`src/rtl/lsu_pkg.sv`:
```
// Shared definitions for the load/store unit: funct3 encodings, FSM states
// and the funct3 legality check used when a request is accepted.
package lsu_pkg;

  // Load encodings (RISC-V funct3)
  localparam logic [2:0] F3_LB  = 3'b000;
  localparam logic [2:0] F3_LH  = 3'b001;
  localparam logic [2:0] F3_LW  = 3'b010;
  localparam logic [2:0] F3_LBU = 3'b100;
  localparam logic [2:0] F3_LHU = 3'b101;

  // Store encodings (RISC-V funct3)
  localparam logic [2:0] F3_SB  = 3'b000;
  localparam logic [2:0] F3_SH  = 3'b001;
  localparam logic [2:0] F3_SW  = 3'b010;

  typedef enum logic [1:0] {
    IDLE  = 2'd0,
    READ  = 2'd1,
    WRITE = 2'd2,
    RESP  = 2'd3
  } lsu_state_e;

  // True when funct3 names an access this unit implements for the given direction.
  function automatic logic funct3_legal(input logic is_store, input logic [2:0] funct3);
    logic ok;
    ok = 1'b0;
    if (is_store) begin
      case (funct3)
        F3_SB, F3_SH, F3_SW: ok = 1'b1;
        default:             ok = 1'b0;
      endcase
    end else begin
      case (funct3)
        F3_LB, F3_LH, F3_LW, F3_LBU, F3_LHU: ok = 1'b1;
        default:                             ok = 1'b0;
      endcase
    end
    return ok;
  endfunction

endpackage

```
`src/rtl/load_store_unit_align.sv`:
```
// Byte-lane logic for the load/store unit: extracts and extends load data,
// merges sub-word store data into a memory word, and flags misaligned
// halfword/word addresses. Purely combinational.
module lsu_align
  import lsu_pkg::*;
(
  input  logic [31:0] word,
  input  logic [1:0]  addr_lo,
  input  logic [2:0]  funct3,
  input  logic [31:0] wdata,
  output logic [31:0] load_val,
  output logic [31:0] store_word,
  output logic        misalign
);

  logic [7:0]  byte_sel;
  logic [15:0] half_sel;

  // Select the addressed byte and halfword lanes out of the memory word.
  always_comb begin
    byte_sel = word[7:0];
    case (addr_lo)
      2'd0:    byte_sel = word[7:0];
      2'd1:    byte_sel = word[15:8];
      2'd2:    byte_sel = word[23:16];
      2'd3:    byte_sel = word[31:24];
      default: byte_sel = word[7:0];
    endcase
    half_sel = addr_lo[1] ? word[31:16] : word[15:0];
  end

  // Sign- or zero-extend the selected lane according to the load type.
  always_comb begin
    load_val = '0;
    case (funct3)
      F3_LB:   load_val = {{24{byte_sel[7]}}, byte_sel};
      F3_LH:   load_val = {{16{half_sel[15]}}, half_sel};
      F3_LW:   load_val = word;
      F3_LBU:  load_val = {24'd0, byte_sel};
      F3_LHU:  load_val = {16'd0, half_sel};
      default: load_val = '0;
    endcase
  end

  // Replace the addressed lane of the old word with the low store-data bits.
  always_comb begin
    store_word = word;
    case (funct3)
      F3_SB: begin
        case (addr_lo)
          2'd0:    store_word[7:0]   = wdata[7:0];
          2'd1:    store_word[15:8]  = wdata[7:0];
          2'd2:    store_word[23:16] = wdata[7:0];
          2'd3:    store_word[31:24] = wdata[7:0];
          default: store_word        = word;
        endcase
      end
      F3_SH: begin
        if (addr_lo[1]) begin
          store_word[31:16] = wdata[15:0];
        end else begin
          store_word[15:0] = wdata[15:0];
        end
      end
      F3_SW:   store_word = wdata;
      default: store_word = word;
    endcase
  end

  // Halfwords need an even address, words a multiple of four.
  always_comb begin
    misalign = 1'b0;
    case (funct3[1:0])
      2'b01:   misalign = addr_lo[0];
      2'b10:   misalign = |addr_lo;
      default: misalign = 1'b0;
    endcase
  end

endmodule

```
`src/rtl/load_store_unit.sv`:
```
// Data-memory initiator for the single-cycle core. Accepts one byte-addressed
// load/store at a time, reads the word (loads and sub-word stores), writes the
// merged word (stores), then reports completion with a one-cycle response.
module load_store_unit
  import lsu_pkg::*;
#(
  parameter int DEPTH_LOG2 = 10
) (
  input  logic        clk,
  input  logic        rst,
  input  logic        req_valid,
  output logic        req_ready,
  input  logic        req_we,
  input  logic [2:0]  req_funct3,
  input  logic [31:0] req_addr,
  input  logic [31:0] req_wdata,
  output logic        resp_valid,
  output logic [31:0] resp_rdata,
  output logic        resp_err,
  output logic [31:0] mem_A,
  output logic [31:0] mem_wd,
  output logic        mem_we,
  input  logic [31:0] mem_rd
);

  lsu_state_e  state_q, state_d;
  logic [31:0] addr_q, addr_d;
  logic [2:0]  funct3_q, funct3_d;
  logic        we_q, we_d;
  logic [31:0] wdata_q, wdata_d;
  logic [31:0] word_q, word_d;
  logic [31:0] resp_rdata_q, resp_rdata_d;
  logic        resp_err_q, resp_err_d;

  logic [31:0] align_word;
  logic [1:0]  align_addr;
  logic [2:0]  align_funct3;
  logic [31:0] load_val;
  logic [31:0] store_word;
  logic        misalign;
  logic        out_of_range;
  logic        req_err;
  logic        transfer;

  // Lane logic sees the incoming request while idle (for the misalign check),
  // the live memory word while reading, and the latched word otherwise.
  always_comb begin
    align_word   = (state_q == READ) ? mem_rd : word_q;
    align_addr   = addr_q[1:0];
    align_funct3 = funct3_q;
    if (state_q == IDLE) begin
      align_addr   = req_addr[1:0];
      align_funct3 = req_funct3;
    end
  end

  lsu_align u_align (
    .word       (align_word),
    .addr_lo    (align_addr),
    .funct3     (align_funct3),
    .wdata      (wdata_q),
    .load_val   (load_val),
    .store_word (store_word),
    .misalign   (misalign)
  );

  assign out_of_range = (req_addr[31:2] >> DEPTH_LOG2) != '0;
  assign req_err      = !funct3_legal(req_we, req_funct3) | misalign | out_of_range;
  assign transfer     = req_valid & req_ready;

  assign req_ready  = (state_q == IDLE) & !rst;
  assign resp_valid = (state_q == RESP) & !rst;
  assign resp_rdata = rst ? '0 : resp_rdata_q;
  assign resp_err   = resp_err_q & !rst;
  assign mem_we     = (state_q == WRITE) & !rst;
  assign mem_A      = rst ? '0 : {2'b00, addr_q[31:2]};
  assign mem_wd     = mem_we ? store_word : '0;

  // Next-state and register updates; the load result is extracted from the
  // word being captured into word_q so it is registered on entry to RESP.
  always_comb begin
    state_d      = state_q;
    addr_d       = addr_q;
    funct3_d     = funct3_q;
    we_d         = we_q;
    wdata_d      = wdata_q;
    word_d       = word_q;
    resp_rdata_d = '0;
    resp_err_d   = 1'b0;
    case (state_q)
      IDLE: begin
        if (transfer) begin
          addr_d   = req_addr;
          funct3_d = req_funct3;
          we_d     = req_we;
          wdata_d  = req_wdata;
          if (req_err) begin
            state_d    = RESP;
            resp_err_d = 1'b1;
          end else if (req_we && (req_funct3 == F3_SW)) begin
            state_d = WRITE;
          end else begin
            state_d = READ;
          end
        end
      end
      READ: begin
        word_d = mem_rd;
        if (we_q) begin
          state_d = WRITE;
        end else begin
          state_d      = RESP;
          resp_rdata_d = load_val;
        end
      end
      WRITE:   state_d = RESP;
      RESP:    state_d = IDLE;
      default: state_d = IDLE;
    endcase
  end

  // State and datapath registers with synchronous reset.
  always_ff @(posedge clk) begin
    if (rst) begin
      state_q      <= IDLE;
      addr_q       <= '0;
      funct3_q     <= '0;
      we_q         <= 1'b0;
      wdata_q      <= '0;
      word_q       <= '0;
      resp_rdata_q <= '0;
      resp_err_q   <= 1'b0;
    end else begin
      state_q      <= state_d;
      addr_q       <= addr_d;
      funct3_q     <= funct3_d;
      we_q         <= we_d;
      wdata_q      <= wdata_d;
      word_q       <= word_d;
      resp_rdata_q <= resp_rdata_d;
      resp_err_q   <= resp_err_d;
    end
  end

endmodule

```
`config.mk`:
```
export PLATFORM = sky130hd
export DESIGN_NAME = load_store_unit
export DESIGN_NICKNAME = d
export VERILOG_FILES = /design/src/rtl/lsu_pkg.sv /design/src/rtl/load_store_unit_align.sv /design/src/rtl/load_store_unit.sv
export SDC_FILE = /design/constraint.sdc
export NUM_CORES = 1
export LEC_CHECK = 0
export ABC_AREA = 1
export CORE_AREA = 5 5 149 151
export CTS_CLUSTER_DIAMETER = 80
export CTS_CLUSTER_SIZE = 14
export DETAILED_ROUTE_END_ITERATION = 16
export DIE_AREA = 0 0 154 156
export GPL_ROUTABILITY_DRIVEN = 0
export PLACE_DENSITY = 0.63
export SLEW_MARGIN = 20
export SYNTH_ARGS = -nofsm -noshare
export SYNTH_HDL_FRONTEND = slang
export SYNTH_HIERARCHICAL = 1
export SYNTH_SLANG_ARGS = --single-unit
```
`constraint.sdc`:
```
create_clock -name clk -period 7.6 [get_ports clk]
set_clock_uncertainty 0.1 [all_clocks]
set_input_delay 1.52 -clock clk [delete_from_list [all_inputs] [get_ports clk]]
set_output_delay 1.52 -clock clk [all_outputs]
set_load 0.01 [all_outputs]
```
-- Yosys cells after proc, flatten, opt, wreduce, memory -nomap -nowiden
Cells that the tools add are included.
- register bits: 135
- bits in latches: 0
- RAM bits: 0
- bits in read-only memories: 0
- input port bits: 103
- memories kept: 0
- add/sub/neg operators: 0
- $mul: 0
- div/mod/pow operators: 0
- $lt $le $gt $ge: 0
- equal/unequal tests: 17
- shifts and indexed selects: 0
- muxes and demuxes: 26
- bitwise logic cells: 10
- reductions and logical operators: 14
- operators with widths (operator ; count):
    case mux 32 bit (5 select lines) ; 1
    two-way mux 32 bit ; 3
    case mux 32 bit (3 select lines) ; 1
    two-way mux 16 bit ; 3
    two-way mux 8 bit ; 4
    case mux 8 bit (4 select lines) ; 1
    two-way mux 30 bit ; 1
    nonzero test 30 bit ; 1
    equality test 3 bit, second input constant ; 4
    equality test 2 bit, second input constant ; 5
    OR reduction 3 bit ; 3
    two-way mux 2 bit ; 4
    case mux 2 bit (4 select lines) ; 1
    equality test 2 x 1 -> 1 bit, second input constant ; 3
    equality test 3 x 1 -> 1 bit, second input constant ; 2
    equality test 3 x 2 -> 1 bit, second input constant ; 2
    zero test 3 bit ; 2
    AND 1 bit ; 5
    two-way mux 1 bit ; 5
    OR reduction 5 bit ; 1
    zero test 2 bit ; 2
    two-way mux 3 bit ; 1
    inverter 1 bit ; 3
    zero test 1 bit ; 2
    6 further kinds ; 7

-- Longest topological paths before layout
- depth after elaboration: 10
- gate-level depth with buffers: 18
- mapped depth without buffers: 17

-- By module
Netlist, hierarchy kept.
- modules (own cells, without submodules) (module ; instances ; cells an instance ; area an instance (sq um)):
    load_store_unit ; 1 ; 809 ; 5532.8
    lsu_align ; 1 ; 593 ; 2548.7

-- Worst setup path after synthesis
No wires, ideal clock.
- path type: input -> output
- from: input req_funct3[0]
- to: output mem_wd[10]
- data arrival time: 2906 ps
- data required time: 5980 ps
- setup slack: 3074 ps
- cell stages on the path: 12
- buffers on the path: 1
- path through: inv_1 -> o21ai_0 -> inv_1 -> ha_1 -> inv_2 -> nor2_4 -> inv_2 -> buf_2 -> nand3_1 -> nand3_1 -> inv_1 -> nor2_1
- word-level cells in the longest chain between the ends: 4
- elaborated cells on any way between the ends: 6
- classes of those cells: eq/ne (2); mux (3); reduce/logical (1)
- RTL lines (item ; line ; source):
    start, declared ; load_store_unit.sv:14 ; input logic [2:0] req_funct3,
    two-way mux 3 bit (*) ; load_store_unit.sv:51 ; if (state_q == IDLE) begin
    named net align_funct3[0] ; load_store_unit.sv:37 ; logic [2:0] align_funct3;
    equality test 3 x 2 -> 1 bit, or another cell as far along ; load_store_unit_align.sv:48 ; case (funct3)
    case mux 32 bit (3 select lines) (*) ; load_store_unit_align.sv:48 ;
    named net store_word[10] ; load_store_unit.sv:39 ; logic [31:0] store_word;
    two-way mux 32 bit (*) ; load_store_unit.sv:77 ; assign mem_wd = mem_we ? store_word : '0;
    end, declared ; load_store_unit.sv:21 ; output logic [31:0] mem_wd,
Mark *: on every way through the listed nets, which the timed path passes. The rest lies on a longest branch.

-- Worst setup path in the final report
- from: input req_funct3[1]
- to: output mem_wd[24]
The elaborated chain is that of the path after synthesis.

==> results by group <==
STA
  • Setup_tns: 0 ns
  • Fin crit share: 83.4%
  • Actual slew at the worst max-slew pin: between 1 and 1.5 ns
  • Setup-failing EPs final: 0
  • Max-slew headroom: a little under a third
  • Post-layout min period: approximately 6.3 ns
  • Slew Limit Fails: 0
  • Hold Fails Final Rpt: 0
  • RSZ-0062 raised after global routing: false
  • Final setup margin: 1.26 ns
  • F_max: roughly 0.16 GHz

CTS
  • Root buf cell: clkbuf_16
  • Post-cts sizing count: 0
  • Hold buffer count at CTS: 0
  • Clk slew on worst S/H paths: 0.06 ns
  • Max H-tree Level: 4
  • Clock sinks: roughly 140
  • Buffer depth of the longest clock path: 2
  • Inserted Clock Buffers: 17
  • Setup Fix Bufs, Post-CTS: 0
  • CTS tree: yes
  • Clk Latency, worst-skew pair: about 0.43 ns

Floorplan
  • Full die area: ~24000 um^2
  • IO Count: between 200 and 250
  • Core region area: around 21000 um^2
  • Rows: 53
  • DIE WIDTH: 154 um
  • Die Ht: about 160 um
  • Initial core utilization: approximately two fifths

Setup path
  • Crit path largest cell delay: around 0.57 ns
  • CP Capture Type: output pin
  • Most frequent cell on the critical path: inv_1
  • CP cell instances: clkdlybuf4s50_1 -> inv_1 -> o21ai_0 -> inv_1 -> ha_1 -> inv_2 -> nor2_4 -> buf_4 -> inv_2 -> nand3_1 -> nand4_1 -> inv_1 -> nor2_1 -> clkdlybuf4s50_1
  • CP required: between 5 and 6 ns
  • Critical path class: input pin to output pin
  • CP max FO: 34
  • Critical path's slowest cell: clkdlybuf4s50_1
  • Crit path arrival time: around 4.7 ns
  • Startpoint types: input pin

Detailed routing
  • Routed wire length: about 27000 um
  • DRT antenna net count: 0
  • DRC viols: 0
  • Vias: between 8000 and 9000
  • Post-DR wirelength/cell: roughly 15 um
  • DR pass1 iterations: 9
  • Routed vias/inst: roughly 4.9
  • Detailed Route Iter0 Violations: ~860

Layout
  • # diodes: 0
  • Most frequent cells in the layout: nand2_1, clkdlybuf4s50_1, inv_1
  • Fill cells: between 2000 and 2500
  • Most common cell after layout, fill and taps aside: nand2_1
  • Layout cells sized above 1: 3.78%
  • Synth-to-layout area growth: 31.6%
  • Layout Nets: roughly 1700
  • Fin area: ~11000 um^2

GRT
  • All-Layer GR Usage: about 22%
  • Grt ovf: 0
  • First-pass GRT wire length: around 43000 um
  • Pin count of the biggest net entering global routing: approximately 110
  • Number of global-route vias before repair: around 8300
  • Initial antenna violation count: 0

Yosys
  • Cell area after synthesis: ~8100 um^2
  • Post-synthesis cell count: around 1400
  • Post-synth cell types: 26
  • Avg Cell Area, Syn: roughly 5.8 um^2
  • Yosys reg bits: 135
  • Post-synthesis sequential area ratio: 33.4%
  • Synth warn: 6

Power
  • Gate power share: about 56%
  • P_int: 1.92 mW
  • Psw: roughly 1.9 mW
  • PD cells: between 300 and 400 nW/um^2
  • Register share of total power: 23.6%
  • Leakage power: just under 5 nW
  • Sw Ratio: between 40% and 50%
  • Clock power share: 20.2%
  • Maximum vdd drop: 0.198 mV

Run
  • Max Cap Viol: 0

Placed design
  • Area after DPL: ~10000 um^2
  • Dpl ws: approximately 1.3 ns
  • Port bufs: 200
  • Placed wire-length estimate: ~20000 um

Status
  • Status: complete, no violations

Hold path
  • HP Class: flip-flop to flip-flop
[cell usage after synthesis, drive strengths merged]
cell,number,area (um^2)
nand2,460,1730
clkbuf,23,86.3
inv,204,766
or2,1,6.26
o21a,1,7.51
dfxtp,135,2700
o21ai,50,254
ha,7,87.6
nor3,1,5.00
conb,1,3.75
buf,61,350
a21oi,92,460
clkinv,7,26.3
nor2,187,719
nand4,8,50.1
nand3,163,816
o22ai,1,6.26
[power by group through the flow]
| stage | logic (mW) | clock network [mW] | registers [mW] |
|---|---|---|---|
| detailed placement | 2.09 | 0 | 0.907 |
| finish | 2.13 | 0.765 | 0.892 |
| floorplan | 1.49 | 0 | 0.890 |
| CTS | 2.10 | 0.783 | 0.892 |
| global route | 2.37 | 0.812 | 0.905 |
| global placement | 2.07 | 0 | 0.903 |
[worst paths after layout]
| check | endpoint | from | slack, ns | cells after the start |
|---|---|---|---|---|
| max reg2reg | state_q[1]$_SDFFE_PP0P_ | state_q[0]$_SDFFE_PP0P_ | 4.06 | 16 |
| min | addr_q[0]$_SDFFE_PP0P_ | addr_q[0]$_SDFFE_PP0P_ | 0.35 | 2 |
| min reg2reg | addr_q[0]$_SDFFE_PP0P_ | addr_q[0]$_SDFFE_PP0P_ | 0.35 | 2 |
| max | mem_wd[24] | req_funct3[1] | 1.26 | 14 |
[routing by layer]
metal | share of wire [%] | global-route usage [%]
met5 | 0 | 0
met1 | 41 | 27.8
met3 | 11 | 7.77
met2 | 44 | 34.7
met4 | 4.4 | 10.5
[state kept, by name, indices dropped and copies added, names as in the netlist]
name and flops:
we_q 1, resp_err_q 1, funct3_q 3, addr_q 32, resp_rdata_q 32, wdata_q 32
word_q 32, state_q 2
[per-stage QoR]
step	power, mW	hold slack, ns	utilization [%]	std cells
detailed placement	2.99	0.344	48.8	1806
global route	4.08	0.374	51.4	1837
global placement	2.98	0.335	48.8	1806
floorplan	2.39	0.324	-	1403
CTS	3.77	0.354	51.4	1837
finish	3.79	0.348	51.4	1837
[final cells by class]
type / instances / area, um^2 / area share, %
Multi-Input combinational cell: 973 / 4170 / 39.2
Inverter: 211 / 792 / 7.45
Clock inverter: 12 / 106 / 1.00
Sequential cell: 135 / 2700 / 25.4
Timing Repair Buffer: 212 / 2090 / 19.6
Clock buffer: 19 / 433 / 4.07
Tap cell: 275 / 344 / 3.24
[worst max-delay path: cells and delay by family]
kind	cells	cell delay (ns)
buffers and inverters	8	2.21
adders and majority gates	1	0.31
AOI/OAI and AO/OA	1	0.23
and+or+nand+nor	4	0.44
[logic make-up (layout without fill, tap and decap cells)]
logic type | count (synthesis) | in the layout | share of synthesized area (%)
flops | 135 | 135 | 33.4
other cells | 1 | 2 | 0.0464
fa+ha+maj | 7 | 7 | 1.08
buf+inv | 295 | 454 | 15.2
compound gates | 144 | 144 | 9.01
simple gates | 820 | 820 | 41.2
No activity file was read; power rests on OpenSTA's default activity.
